**src/rtl/uart_tx_queue_pkg.sv**
```systemverilog
// Shared definitions for the UART transmit queue: byte width and issue-FSM states.
// Latency: n/a (types and constants only).
// Backpressure: n/a.
package uart_tx_queue_pkg;

    localparam int UART_BYTE_W = 8;

    typedef enum logic [1:0] {
        S_IDLE     = 2'd0,
        S_ISSUE    = 2'd1,
        S_WAIT_END = 2'd2
    } txq_state_e;

endpackage

```
**src/rtl/uart_tx_queue_if.sv**
```systemverilog
// Bundle of the producer-side push/status signals and the UART-side handshake.
// Latency: n/a (wires only).
// Backpressure: producer watches full; the UART throttles the queue through uart_busy.
// Ports: wr_en/wr_data/clr_overflow (producer in), full/empty/level/idle/overflow (status out),
//        uart_transmit/uart_tx_byte (to UART), uart_busy (from UART).
// Modports: slave = queue side, master = producer/UART side.
interface uart_tx_queue_if #(
    parameter int DEPTH_LOG2 = 4
) ();
    logic                                    wr_en;
    logic [uart_tx_queue_pkg::UART_BYTE_W-1:0] wr_data;
    logic                                    full;
    logic                                    empty;
    logic [DEPTH_LOG2:0]                     level;
    logic                                    idle;
    logic                                    overflow;
    logic                                    clr_overflow;
    logic                                    uart_transmit;
    logic [uart_tx_queue_pkg::UART_BYTE_W-1:0] uart_tx_byte;
    logic                                    uart_busy;

    modport slave (
        input  wr_en, wr_data, clr_overflow, uart_busy,
        output full, empty, level, idle, overflow, uart_transmit, uart_tx_byte
    );

    modport master (
        output wr_en, wr_data, clr_overflow, uart_busy,
        input  full, empty, level, idle, overflow, uart_transmit, uart_tx_byte
    );
endinterface

```
**src/rtl/uart_tx_queue_sync_fifo.sv**
```systemverilog
// Circular byte FIFO with a separately tracked fill level; head is presented combinationally.
// Latency: push visible in level/head one cycle after the push edge.
// Backpressure: push while full is dropped (even with a same-cycle pop); pop while empty ignored.
// Ports: clk, rst (sync, active-high), push/push_data, pop, head, full, empty, level.
module sync_fifo #(
    parameter int DEPTH_LOG2 = 4,
    parameter int W          = 8
) (
    input  logic                clk,
    input  logic                rst,
    input  logic                push,
    input  logic [W-1:0]        push_data,
    input  logic                pop,
    output logic [W-1:0]        head,
    output logic                full,
    output logic                empty,
    output logic [DEPTH_LOG2:0] level
);
    localparam int DEPTH = 1 << DEPTH_LOG2;
    localparam int LW    = DEPTH_LOG2 + 1;

    logic [W-1:0]          mem [DEPTH];
    logic [DEPTH_LOG2-1:0] wr_ptr;
    logic [DEPTH_LOG2-1:0] rd_ptr;
    logic                  push_ok;
    logic                  pop_ok;

    assign full    = (level == LW'(DEPTH));
    assign empty   = (level == '0);
    assign push_ok = push && !full;
    assign pop_ok  = pop && !empty;
    assign head    = mem[rd_ptr];

    // Storage carries no reset; only the pointers and level define validity.
    always_ff @(posedge clk) begin
        if (push_ok) begin
            mem[wr_ptr] <= push_data;
        end
    end

    always_ff @(posedge clk) begin
        if (rst) begin
            wr_ptr <= '0;
            rd_ptr <= '0;
            level  <= '0;
        end else begin
            if (push_ok) begin
                wr_ptr <= wr_ptr + DEPTH_LOG2'(1);
            end
            if (pop_ok) begin
                rd_ptr <= rd_ptr + DEPTH_LOG2'(1);
            end
            if (push_ok && !pop_ok) begin
                level <= level + LW'(1);
            end else if (pop_ok && !push_ok) begin
                level <= level - LW'(1);
            end
        end
    end
endmodule

```
**src/rtl/uart_tx_queue.sv**
```systemverilog
// Byte queue feeding a UART transmitter: buffers producer bytes and issues them one at a time.
// Latency: push into empty queue with UART idle -> uart_transmit high two cycles after the push edge.
// Backpressure: full flags the producer (extra pushes dropped); uart_busy stalls issue.
// Ports: clk, rst (sync, active-high), bus (uart_tx_queue_if.slave).
// Build option: UART_TXQ_OVERFLOW_EN enables the sticky overflow flag; otherwise overflow is 0.
module uart_tx_queue
    import uart_tx_queue_pkg::*;
#(
    parameter int DEPTH_LOG2 = 4
) (
    input  logic               clk,
    input  logic               rst,
    uart_tx_queue_if.slave     bus
);
    txq_state_e             state;
    txq_state_e             state_nxt;
    logic                   transmit_q;
    logic                   transmit_nxt;
    logic [UART_BYTE_W-1:0] byte_q;
    logic [UART_BYTE_W-1:0] byte_nxt;
    logic                   pop;
    logic [UART_BYTE_W-1:0] head;
    logic                   full;
    logic                   empty;
    logic [DEPTH_LOG2:0]    level;
    logic                   overflow_q;

    sync_fifo #(
        .DEPTH_LOG2 (DEPTH_LOG2),
        .W          (UART_BYTE_W)
    ) u_fifo (
        .clk       (clk),
        .rst       (rst),
        .push      (bus.wr_en),
        .push_data (bus.wr_data),
        .pop       (pop),
        .head      (head),
        .full      (full),
        .empty     (empty),
        .level     (level)
    );

    always_ff @(posedge clk) begin
        if (rst) begin
            state      <= S_IDLE;
            transmit_q <= 1'b0;
            byte_q     <= '0;
        end else begin
            state      <= state_nxt;
            transmit_q <= transmit_nxt;
            byte_q     <= byte_nxt;
        end
    end

    // The UART only samples transmit while idle, so holding the request until busy
    // rises cannot produce a second send of the same byte.
    always_comb begin
        state_nxt    = state;
        transmit_nxt = transmit_q;
        byte_nxt     = byte_q;
        pop          = 1'b0;
        case (state)
            S_IDLE: begin
                if (!empty && !bus.uart_busy) begin
                    pop          = 1'b1;
                    byte_nxt     = head;
                    transmit_nxt = 1'b1;
                    state_nxt    = S_ISSUE;
                end
            end
            S_ISSUE: begin
                if (bus.uart_busy) begin
                    transmit_nxt = 1'b0;
                    state_nxt    = S_WAIT_END;
                end
            end
            S_WAIT_END: begin
                if (!bus.uart_busy) begin
                    state_nxt = S_IDLE;
                end
            end
            default: begin
                transmit_nxt = 1'b0;
                state_nxt    = S_IDLE;
            end
        endcase
    end

`ifdef UART_TXQ_OVERFLOW_EN
    // Set has priority over clear so a drop in the clearing cycle is not lost.
    always_ff @(posedge clk) begin
        if (rst) begin
            overflow_q <= 1'b0;
        end else if (bus.wr_en && full) begin
            overflow_q <= 1'b1;
        end else if (bus.clr_overflow) begin
            overflow_q <= 1'b0;
        end
    end
`else
    logic unused_clr;
    assign unused_clr = bus.clr_overflow;
    assign overflow_q = 1'b0;
`endif

    assign bus.full          = full;
    assign bus.empty         = empty;
    assign bus.level         = level;
    assign bus.idle          = empty && (state == S_IDLE) && !bus.uart_busy;
    assign bus.overflow      = overflow_q;
    assign bus.uart_transmit = transmit_q;
    assign bus.uart_tx_byte  = byte_q;
endmodule

```
**src/flat_wrapper.sv**
```systemverilog
// flat-port wrapper written by rule: the top's interface ports become plain ports
module uart_tx_queue_flat import uart_tx_queue_pkg::*;
#(
    parameter int DEPTH_LOG2 = 4
)
  (clk, rst, bus_wr_en, bus_wr_data, bus_clr_overflow, bus_uart_busy, bus_full, bus_empty, bus_level, bus_idle, bus_overflow, bus_uart_transmit, bus_uart_tx_byte);
  uart_tx_queue_if #(.DEPTH_LOG2(DEPTH_LOG2)) bus_i ();
  input  logic clk;
  input  logic rst;
  input wire logic [$bits(bus_i.wr_en)-1:0] bus_wr_en;
  input wire logic [$bits(bus_i.wr_data)-1:0] bus_wr_data;
  input wire logic [$bits(bus_i.clr_overflow)-1:0] bus_clr_overflow;
  input wire logic [$bits(bus_i.uart_busy)-1:0] bus_uart_busy;
  output wire logic [$bits(bus_i.full)-1:0] bus_full;
  output wire logic [$bits(bus_i.empty)-1:0] bus_empty;
  output wire logic [$bits(bus_i.level)-1:0] bus_level;
  output wire logic [$bits(bus_i.idle)-1:0] bus_idle;
  output wire logic [$bits(bus_i.overflow)-1:0] bus_overflow;
  output wire logic [$bits(bus_i.uart_transmit)-1:0] bus_uart_transmit;
  output wire logic [$bits(bus_i.uart_tx_byte)-1:0] bus_uart_tx_byte;
  assign bus_i.wr_en = bus_wr_en;
  assign bus_i.wr_data = bus_wr_data;
  assign bus_i.clr_overflow = bus_clr_overflow;
  assign bus_i.uart_busy = bus_uart_busy;
  assign bus_full = bus_i.full;
  assign bus_empty = bus_i.empty;
  assign bus_level = bus_i.level;
  assign bus_idle = bus_i.idle;
  assign bus_overflow = bus_i.overflow;
  assign bus_uart_transmit = bus_i.uart_transmit;
  assign bus_uart_tx_byte = bus_i.uart_tx_byte;
  uart_tx_queue #(.DEPTH_LOG2(DEPTH_LOG2)) u_core (.clk(clk), .rst(rst), .bus(bus_i));
endmodule
```
**config.mk**
```make
export PLATFORM = sky130hd
export DESIGN_NAME = uart_tx_queue_flat
export DESIGN_NICKNAME = d
export VERILOG_FILES = /design/src/rtl/uart_tx_queue_pkg.sv /design/src/rtl/uart_tx_queue_if.sv /design/src/rtl/uart_tx_queue_sync_fifo.sv /design/src/rtl/uart_tx_queue.sv /design/src/flat_wrapper.sv
export SDC_FILE = /design/constraint.sdc
export NUM_CORES = 1
export LEC_CHECK = 0
export ABC_AREA = 1
export BUFFER_PORTS_ARGS = -buffer_cell sky130_fd_sc_hd__buf_2
export CAP_MARGIN = 40
export CELL_PAD_IN_SITES_DETAIL_PLACEMENT = 1
export CELL_PAD_IN_SITES_GLOBAL_PLACEMENT = 2
export CORE_ASPECT_RATIO = 0.5
export CORE_MARGIN = 4
export CORE_UTILIZATION = 40
export DETAILED_ROUTE_END_ITERATION = 10
export HOLD_SLACK_MARGIN = 0.12
export PLACE_DENSITY_LB_ADDON = 0.1
export SKIP_LAST_GASP = 1
export SLEW_MARGIN = 20
export SYNTH_ARGS = -nofsm -noshare
export SYNTH_HDL_FRONTEND = slang
export SYNTH_SLANG_ARGS = --single-unit
```
**constraint.sdc**
```tcl
create_clock -name clk -period 2.3 [get_ports clk]
set_input_delay 0.46 -clock clk [delete_from_list [all_inputs] [get_ports clk]]
set_output_delay 0.46 -clock clk [all_outputs]
set_load 0.01 [all_outputs]
```
# [Yosys cells after proc, flatten, opt, wreduce, memory -nomap -nowiden]
# Memories as Yosys holds them, arrays and structs flattened. A register that Yosys moved wholly into a read port is not among the register bits.
# Cells that the tools add are included.
[word_totals] memories=1 elab_cells=48 output_inout_bits=18 mem_bits_rw=128 in_bits=13 reg_bits=16
[classes] n_eq_ne=6 n_reduce_logical=18 add_sub_neg=4 bitwise=1 n_mux=13
[mem_list] memory="u_core.u_fifo.mem" words=16 width=8 read_ports=1 rd_ports_with_merged_regs=1 wr=1 line="uart_tx_queue_sync_fifo.sv:22" source="logic [W-1:0] mem [DEPTH];"
[op_table] op="two-way mux 5 bit" count=2
[op_table] op="adder 4 x 1 -> 4 bit (second input constant)" count=2
[op_table] op="logical AND 1 bit" count=7
[op_table] op="two-way mux 1 bit" count=6
[op_table] op="two-way mux 2 bit" count=3
[op_table] op="one-hot mux 2 bit (3 select lines)" count=1
[op_table] op="AND reduction 3 bit" count=2
[op_table] op="adder 5 x 1 -> 5 bit (second input constant)" count=1
[op_table] op="== test 5 bit (second input constant)" count=1
[op_table] op="zero test 1 bit" count=5
[op_table] op="zero test 5 bit" count=1
[op_table] op="subtractor 5 x 1 -> 5 bit (second input constant)" count=1
[op_table] op="!= test 2 bit (second input constant)" count=2
[op_table] op="one-hot mux 1 bit (3 select lines)" count=1
[op_table] op="== test 2 x 1 -> 1 bit (second input constant)" count=1
[op_table] op="== test 2 bit (second input constant)" count=1
[op_table] op="zero test 2 bit" count=1
[op_table] op="!= test 2 x 1 -> 1 bit (second input constant)" count=1
[op_table] op="AND reduction 2 bit" count=1
[op_table] op="nonzero test 2 bit" count=1
[op_table] op="inverter 1 bit" count=1

# [Depth between registers and ports, before layout]
# Gate-level depths: netlist of the first run.
[logic_depth] depth_word=9 depth_mapped=14 mapped_depth_nobuf=14

# [By module]
# A second synthesis of the first run with hierarchy kept.
[hier_totals] cells_unflattened=717 hier_area_um2=6955.4
[by_module_without_submodules] module="sync_fifo" cells_each=657 n_inst=1 seq_area_each_um2=4184.0 area_each_um2=6483.7
[by_module_without_submodules] module="uart_tx_queue" cells_each=60 n_inst=1 seq_area_each_um2=220.2 area_each_um2=471.7

# [Worst setup path after synthesis of the first run]
# No wires, ideal clock.
[synth_path] kind="reg-to-reg" start="reg u_core.u_fifo.level[3]" end="reg u_core.u_fifo.level[4]" arrival_ns=1.967 setup_ns=0.071 slack_ns=0.263 path_buffers=0 required_time_ns=2.229 stages_incl_launch_ff=14 cell_sequence="dfxtp_1 -> nor2_2 -> nand4_1 -> nand2_1 -> inv_2 -> ha_1 -> fa_1 -> inv_1 -> nand2_1 -> a21boi_0 -> o21bai_1 -> nand2_1 -> nand2_1 -> a21oi_1"
[synth_rtl] element="from (decl)" line="uart_tx_queue_sync_fifo.sv:17" source="output logic [DEPTH_LOG2:0] level"
[synth_rtl] element="from (signal assigned)" line="uart_tx_queue_sync_fifo.sv:54" source="level <= level + LW'(1);"
[synth_rtl] element="from (signal assigned)" line="uart_tx_queue_sync_fifo.sv:56" source="level <= level - LW'(1);"
[synth_rtl] element="== test 5 bit (*)" line="uart_tx_queue_sync_fifo.sv:28" source="assign full = (level == LW'(DEPTH));"
[synth_rtl] element="zero test 1 bit (*)" line="uart_tx_queue_sync_fifo.sv:30" source="assign push_ok = push && !full;"
[synth_rtl] element="logical AND 1 bit (*)" line="uart_tx_queue_sync_fifo.sv:30"
[synth_rtl] element="net u_core.u_fifo.push_ok" line="uart_tx_queue_sync_fifo.sv:25" source="logic push_ok;"
[synth_rtl] element="zero test 1 bit" line="uart_tx_queue_sync_fifo.sv:55" source="end else if (pop_ok && !push_ok) begin"
[synth_rtl] element="logical AND 1 bit" line="uart_tx_queue_sync_fifo.sv:55"
[synth_rtl] element="nonzero test 2 bit (no source line)"
# Mark *: on every way through the listed nets, which the timed path passes. The rest lies on a longest branch. The select of a mux whose other input is x is not followed.
# A chain may end at the register's enable or synchronous reset.

# [Worst setup path after layout of the first run]
[layout_path] start="reg u_core.u_fifo.level[2]" end="reg u_core.u_fifo.level[3]"
# Same word-level chain as after synthesis.

==> results of run 1 <==
-- critical path, cell delays in order (launching register included) --
cell	delay, ps
dfxtp_1	450
nor2_2	70
nand4_1	100
nand2_1	90
inv_2	130
ha_1	240
inv_1	130
ha_1	290
nand3_1	80
nand3_1	80
xor2_1	150
o21ai_0	140
inv_1	50
-- area by class of cell --
cell class	instances	area, µm²	area share
clock inverter	15	173	0.0222
tap	227	284	0.0366
timing repair buffer	56	350	0.0451
clock buffer	17	425	0.0548
sequential	152	4330	0.557
inverter	97	364	0.0469
multi-input combinational	406	1840	0.237
-- cell families after synthesis --
kind of cell | Yosys count
other | 1
buffers and inverters | 126
DFF | 152
and+or+nand+nor | 365
xor gates and xnor gates | 5
adders and majority gates | 10
AOI/OAI and AO/OA | 25
-- flip-flops by register name, indices dropped and copies added (netlist names) --
signal and count:
u_core.bus.uart_tx_byte 8, u_core.bus.uart_transmit 1, u_core.state 2, u_core.u_fifo.wr_ptr 4, u_core.u_fifo.mem 128, u_core.u_fifo.rd_ptr 4
u_core.u_fifo.level 5
-- final timing paths --
check / end / slack (ps) / cells after the start
max: u_core.u_fifo.level[3] / 190 / 12
min: u_core.state[1] / 330 / 3
max reg2reg: u_core.u_fifo.level[3] / 190 / 12
min reg2reg: u_core.bus.uart_transmit / 470 / 2
-- synthesized netlist by cell type --
cell	number
nor2_1	37
nand4_1	1
o21ai_0	8
xnor2_1	1
a21boi_0	1
o21bai_1	1
nand3_1	94
nor2_2	2
nor3_1	2
dfxtp_1	24
nand2_1	227
inv_1	89
buf_6	2
ha_1	9
inv_2	6
buf_1	1
clkinv_1	2
o211ai_1	1
a21oi_1	14
nand4_2	1
fa_1	1
clkbuf_1	4
xor2_1	4
buf_4	9
nand2_4	1
conb_1	1
buf_2	13
edfxtp_1	128
-- through the flow --
step	worst slack, ps	cells	util
after global placement	173	938	0.436
final	192	970	0.474
after floorplan	263	684	-
after global routing	-0.270	970	0.474
after CTS	133	970	0.473
after detailed placement	147	938	0.436
-- per-layer routing --
metal	global-route usage	share of wire
met2	0.305	0.46
met5	0	0
met1	0.272	0.48
met3	0.0452	0.056
met4	0.0469	0.011
-- power by group --
group,leakage (nW),switching [mW],internal [mW]
logic,1.71,1.45,0.709
registers,1.35,0.106,3.16
clock network,0.297,1.30,1.56
==> run_results.csv, run 1 <==
group,metric,value,unit
sta,relSlewSlack,0.533,
cells_and_area,drive_gt1_frac,0.136,
synth,synthSimpleGateAreaFrac,0.226,
route,first_pass_iters,4,
global_route,grt_remaining_overflow,0,
floorplanning,die_w,191,µm
cts,cts_sinks,152,
hold_path,holdCritPathClass,"primary input to flip-flop",
worst_setup_path,cp_data_arrival_time,2420,ps
floorplanning,coreArea,0.0164,mm²
synth,synth_largest_area_cell,"edfxtp_1",
worst_setup_path,start_kind,"flip-flop",
cts,cts_buffers,17,
global_route,track_usage,0.193,
job,maxCapViolCount,0,
synth,synth_top_area_share,0.575,
placement,place_area,0.00715,mm²
route,vias,4664,
cts,ctsResizeCount,0,
cells_and_area,fill_cells,1867,
floorplanning,initial_core_util,0.408,
cells_and_area,final_cell_mix,"nand2_1, edfxtp_1, nand3_1, inv_1, nor2_1",
route,viasPerCell,4.81,
cts,clk_path_buf_depth,2,
cells_and_area,fin_area,0.00776,mm²
synth,synthTopCellsByArea,"edfxtp_1, nand2_1, dfxtp_1, nand3_1, inv_1",
sta,finClkSkew,13.3,ps
worst_setup_path,r2r_start,"u_core.u_fifo.level[2]",
synth,synth_cell_types,28,
power,power.leakage,3.36,nW
synth,synth.net_count,707,
worst_setup_path,startpoint,"u_core.u_fifo.level[2]",
placement,gp_congestion,0.788,
cts,clk_latency,430,ps
floorplanning,io_pins,31,
sta,tightest_slew,695,ps
route,ant_nets,0,
sta,finalCritPeriodShare,0.917,
cts,cts_tree,"done",
worst_setup_path,worstSetupPathType,"flip-flop to flip-flop",
worst_setup_path,crit_path_max_fanout,7,
placement,io_buffers,28,
sta,setup_viol,0,
floorplanning,dieArea,0.0190,mm²
cts,postCtsSetupBuffers,0,
synth,synth-xor-area-share,0.00655,
synth,synth_top_family_by_area,"simple AND/OR/NAND/NOR gates",
sta,fin_crit,2110,ps
route,drc,0,
route,wl_per_cell,17.5,µm
synth,synthMuxAreaShare,0,
cts,root_buffer,"clkbuf_16",
power,fin_total_pwr,8.29,mW
synth,yosys.area_share.adder,0.0198,
sta,fmax,474,MHz
synth,syn_inst,684,
cells_and_area,nets,753,
global_route,grt_pass1_wl,27.5,mm
synth,synth_compound_area_frac,0.0198,
floorplanning,num_rows,33,
sta,setup_tns,0,ps
global_route,grt_pass1_vias,5046,
cells_and_area,mostFrequentLayoutCell,"nand2_1",
cells_and_area,n_antenna_cell,0,
cts,clk_pin_slew,70,ps
power,p_per_area,1070,mW/mm²
route,routed_wirelength,17.0,mm
global_route,antenna_found_initial,0,
global_route,grt_start_max_net_pins,40,
synth,postSynthAreaPerCell,9.78,µm²
synth,synth.yosys.seq_area_share,0.646,
sta,hold_viol,0,
power,vdd_drop_max,0.622,mV
floorplanning,die_y,99.4,µm
cts,h-tree-depth,4,
sta,hold_slack,327,ps
hold_path,min_from,"bus_uart_busy",
route,first_iter_violations,283,
sta,slew_violations,0,
cells_and_area,area_growth,16.1,%
synth,ys_ff_latch,152,
worst_setup_path,cp_data_required_time,2620,ps
worst_setup_path,critPathCaptureType,"flip-flop",
cts,postCtsHoldBufs,0,
synth,yosysWarnings,0,
run_status,status,"completed",
placement,dp_hpwl,11.0,mm
synth,netlist_area,0.00669,mm²
No activity file was read; power rests on OpenSTA's default activity.
==> inputs of run 2 (changes only) <==
--- a/config.mk
+++ b/config.mk
@@ -6,14 +6,14 @@
 export NUM_CORES = 1
 export LEC_CHECK = 0
 export ABC_AREA = 1
-export BUFFER_PORTS_ARGS = -buffer_cell sky130_fd_sc_hd__buf_2
 export CAP_MARGIN = 40
 export CELL_PAD_IN_SITES_DETAIL_PLACEMENT = 1
 export CELL_PAD_IN_SITES_GLOBAL_PLACEMENT = 2
 export CORE_ASPECT_RATIO = 0.5
 export CORE_MARGIN = 4
-export CORE_UTILIZATION = 40
+export CORE_UTILIZATION = 41
 export DETAILED_ROUTE_END_ITERATION = 10
+export DONT_BUFFER_PORTS = 1
 export HOLD_SLACK_MARGIN = 0.12
 export PLACE_DENSITY_LB_ADDON = 0.1
 export SKIP_LAST_GASP = 1
==> run_results.csv, run 2 (same netlist as run 1, synthesis figures left out) <==
group,metric,value,unit
cells_and_area,drive_gt1_frac,0.0995,
sta,finalCritPeriodShare,0.914,
cells_and_area,regMostFlops,"u_core.u_fifo.mem",
sta,finClkSkew,12.0,ps
cts,postCtsSetupBuffers,0,
route,routed_wirelength,18.3,mm
power,vdd_drop_max,0.557,mV
route,wl_per_cell,19.1,µm
global_route,grt_remaining_overflow,0,
global_route,antenna_found_initial,2,
global_route,grt_start_max_net_pins,67,
placement,io_buffers,0,
run_status,status,"completed",
route,drc,0,
job,maxCapViolCount,0,
worst_setup_path,cp_data_required_time,2650,ps
floorplanning,dieArea,0.0185,mm²
route,first_pass_iters,5,
sta,tightest_slew,605,ps
worst_setup_path,start_kind,"flip-flop",
sta,slew_violations,0,
cells_and_area,utilization,0.497,
cts,clk_latency,430,ps
floorplanning,die_y,98.3,µm
cts,cts_buffers,17,
placement,place_inst,906,
cts,cts_sinks,152,
hold_path,whs_path_depth,0,
cts,clk_pin_slew,70,ps
cells_and_area,final_cell_mix,"nand2_1, edfxtp_1, nand3_1, inv_1, nor2_1",
cells_and_area,nets,744,
placement,dp_hpwl,10.8,mm
floorplanning,initial_core_util,0.426,
power,p_per_area,1040,mW/mm²
cells_and_area,fill_cells,1768,
power,power.leakage,3.30,nW
route,ant_nets,0,
worst_setup_path,crit_path_max_fanout,3,
sta,fmax,475,MHz
cells_and_area,mostFrequentLayoutCell,"nand2_1",
cts,root_buffer,"clkbuf_16",
global_route,track_usage,0.199,
floorplanning,die_w,189,µm
worst_setup_path,critPathCaptureType,"flip-flop",
sta,hold_viol,0,
worst_setup_path,worstSetupPathType,"flip-flop to flip-flop",
sta,setup_tns,0,ps
sta,fin_crit,2100,ps
floorplanning,coreArea,0.0157,mm²
cts,h-tree-depth,4,
cts,clk_path_buf_depth,2,
global_route,grt_pass1_vias,4920,
cells_and_area,seqCellArea,0.00433,mm²
route,first_iter_violations,319,
worst_setup_path,reg2regPathDepth,13,
route,viasPerCell,5.00,
global_route,grt_pass1_wl,27.8,mm
route,vias,4786,
floorplanning,num_rows,32,
cells_and_area,instances_no_fill,957,
floorplanning,io_pins,31,
placement,gp_congestion,0.745,
cells_and_area,largest_register_ff_count,128,
sta,relSlewSlack,0.594,
hold_path,holdCritPathClass,"primary input to flip-flop",
sta,rsz0062_at_grt,"false",
cells_and_area,area_growth,16.6,%
sta,setup_viol,0,
power,fin_total_pwr,8.12,mW
cts,cts_tree,"done",
cells_and_area,multi_input_area,0.00185,mm²
worst_setup_path,cp_data_arrival_time,2450,ps
-- run 2: path summary, 6_finish.rpt --
check / start / end / slack, ps
setup reg to reg: u_core.u_fifo.level[3] / u_core.u_fifo.level[4] / 200
hold reg to reg: u_core.u_fifo.wr_ptr[3] / u_core.u_fifo.wr_ptr[3] / 510
setup / recovery: u_core.u_fifo.level[3] / u_core.u_fifo.level[4] / 200
hold / removal: bus_wr_data[3] / u_core.u_fifo.mem[2][3] / 130
-- run 2: per-stage QoR --
step	setup WS, ps	hold slack [ps]	instance area (µm²)
floorplan	263	472	6690
global placement	232	489	7060
detailed placement	131	502	7060
CTS	106	120	7680
global route	4.76	120	7790
finish	197	133	7800
-- run 2: worst max-delay path: stages (launching register included) --
cell	delay, ps
dfxtp_1	340
nor2_4	140
nand4_1	150
nand2_2	100
inv_2	40
ha_1	240
fa_1	420
inv_1	70
nand2_1	80
a21boi_1	150
o21bai_1	80
nand2_1	50
nand2_1	50
a21oi_1	130
-- run 2: where the power goes --
part           switching (mW)  internal, mW
clock                    1.12          1.51
combinational            1.47         0.723
sequential              0.131          3.17
total                    2.72          5.40
-- run 2: per-layer routing --
| layer | GRT usage | part of all wire |
|---|---|---|
| met5 | 0 | 0.00055 |
| met4 | 0.0532 | 0.018 |
| met3 | 0.0343 | 0.056 |
| met2 | 0.327 | 0.47 |
| met1 | 0.276 | 0.46 |
-- run 2: layout make-up --
cell class | count | share of cell area
sequential | 152 | 0.555
multi-input combinational | 406 | 0.237
clock buffer | 20 | 0.0573
timing repair buffer | 47 | 0.0555
inverter | 97 | 0.0467
tap | 221 | 0.0355
clock inverter | 12 | 0.0132
antenna | 2 | 0.000642
-- run 2: timing repair --
item | 4_1_cts | 5_1_grt
hold buffers | 8 | 9
endpoints found under the hold margin | 33 | 26
gates resized for setup | 0 | 6
setup endpoints to repair | 0 | 2
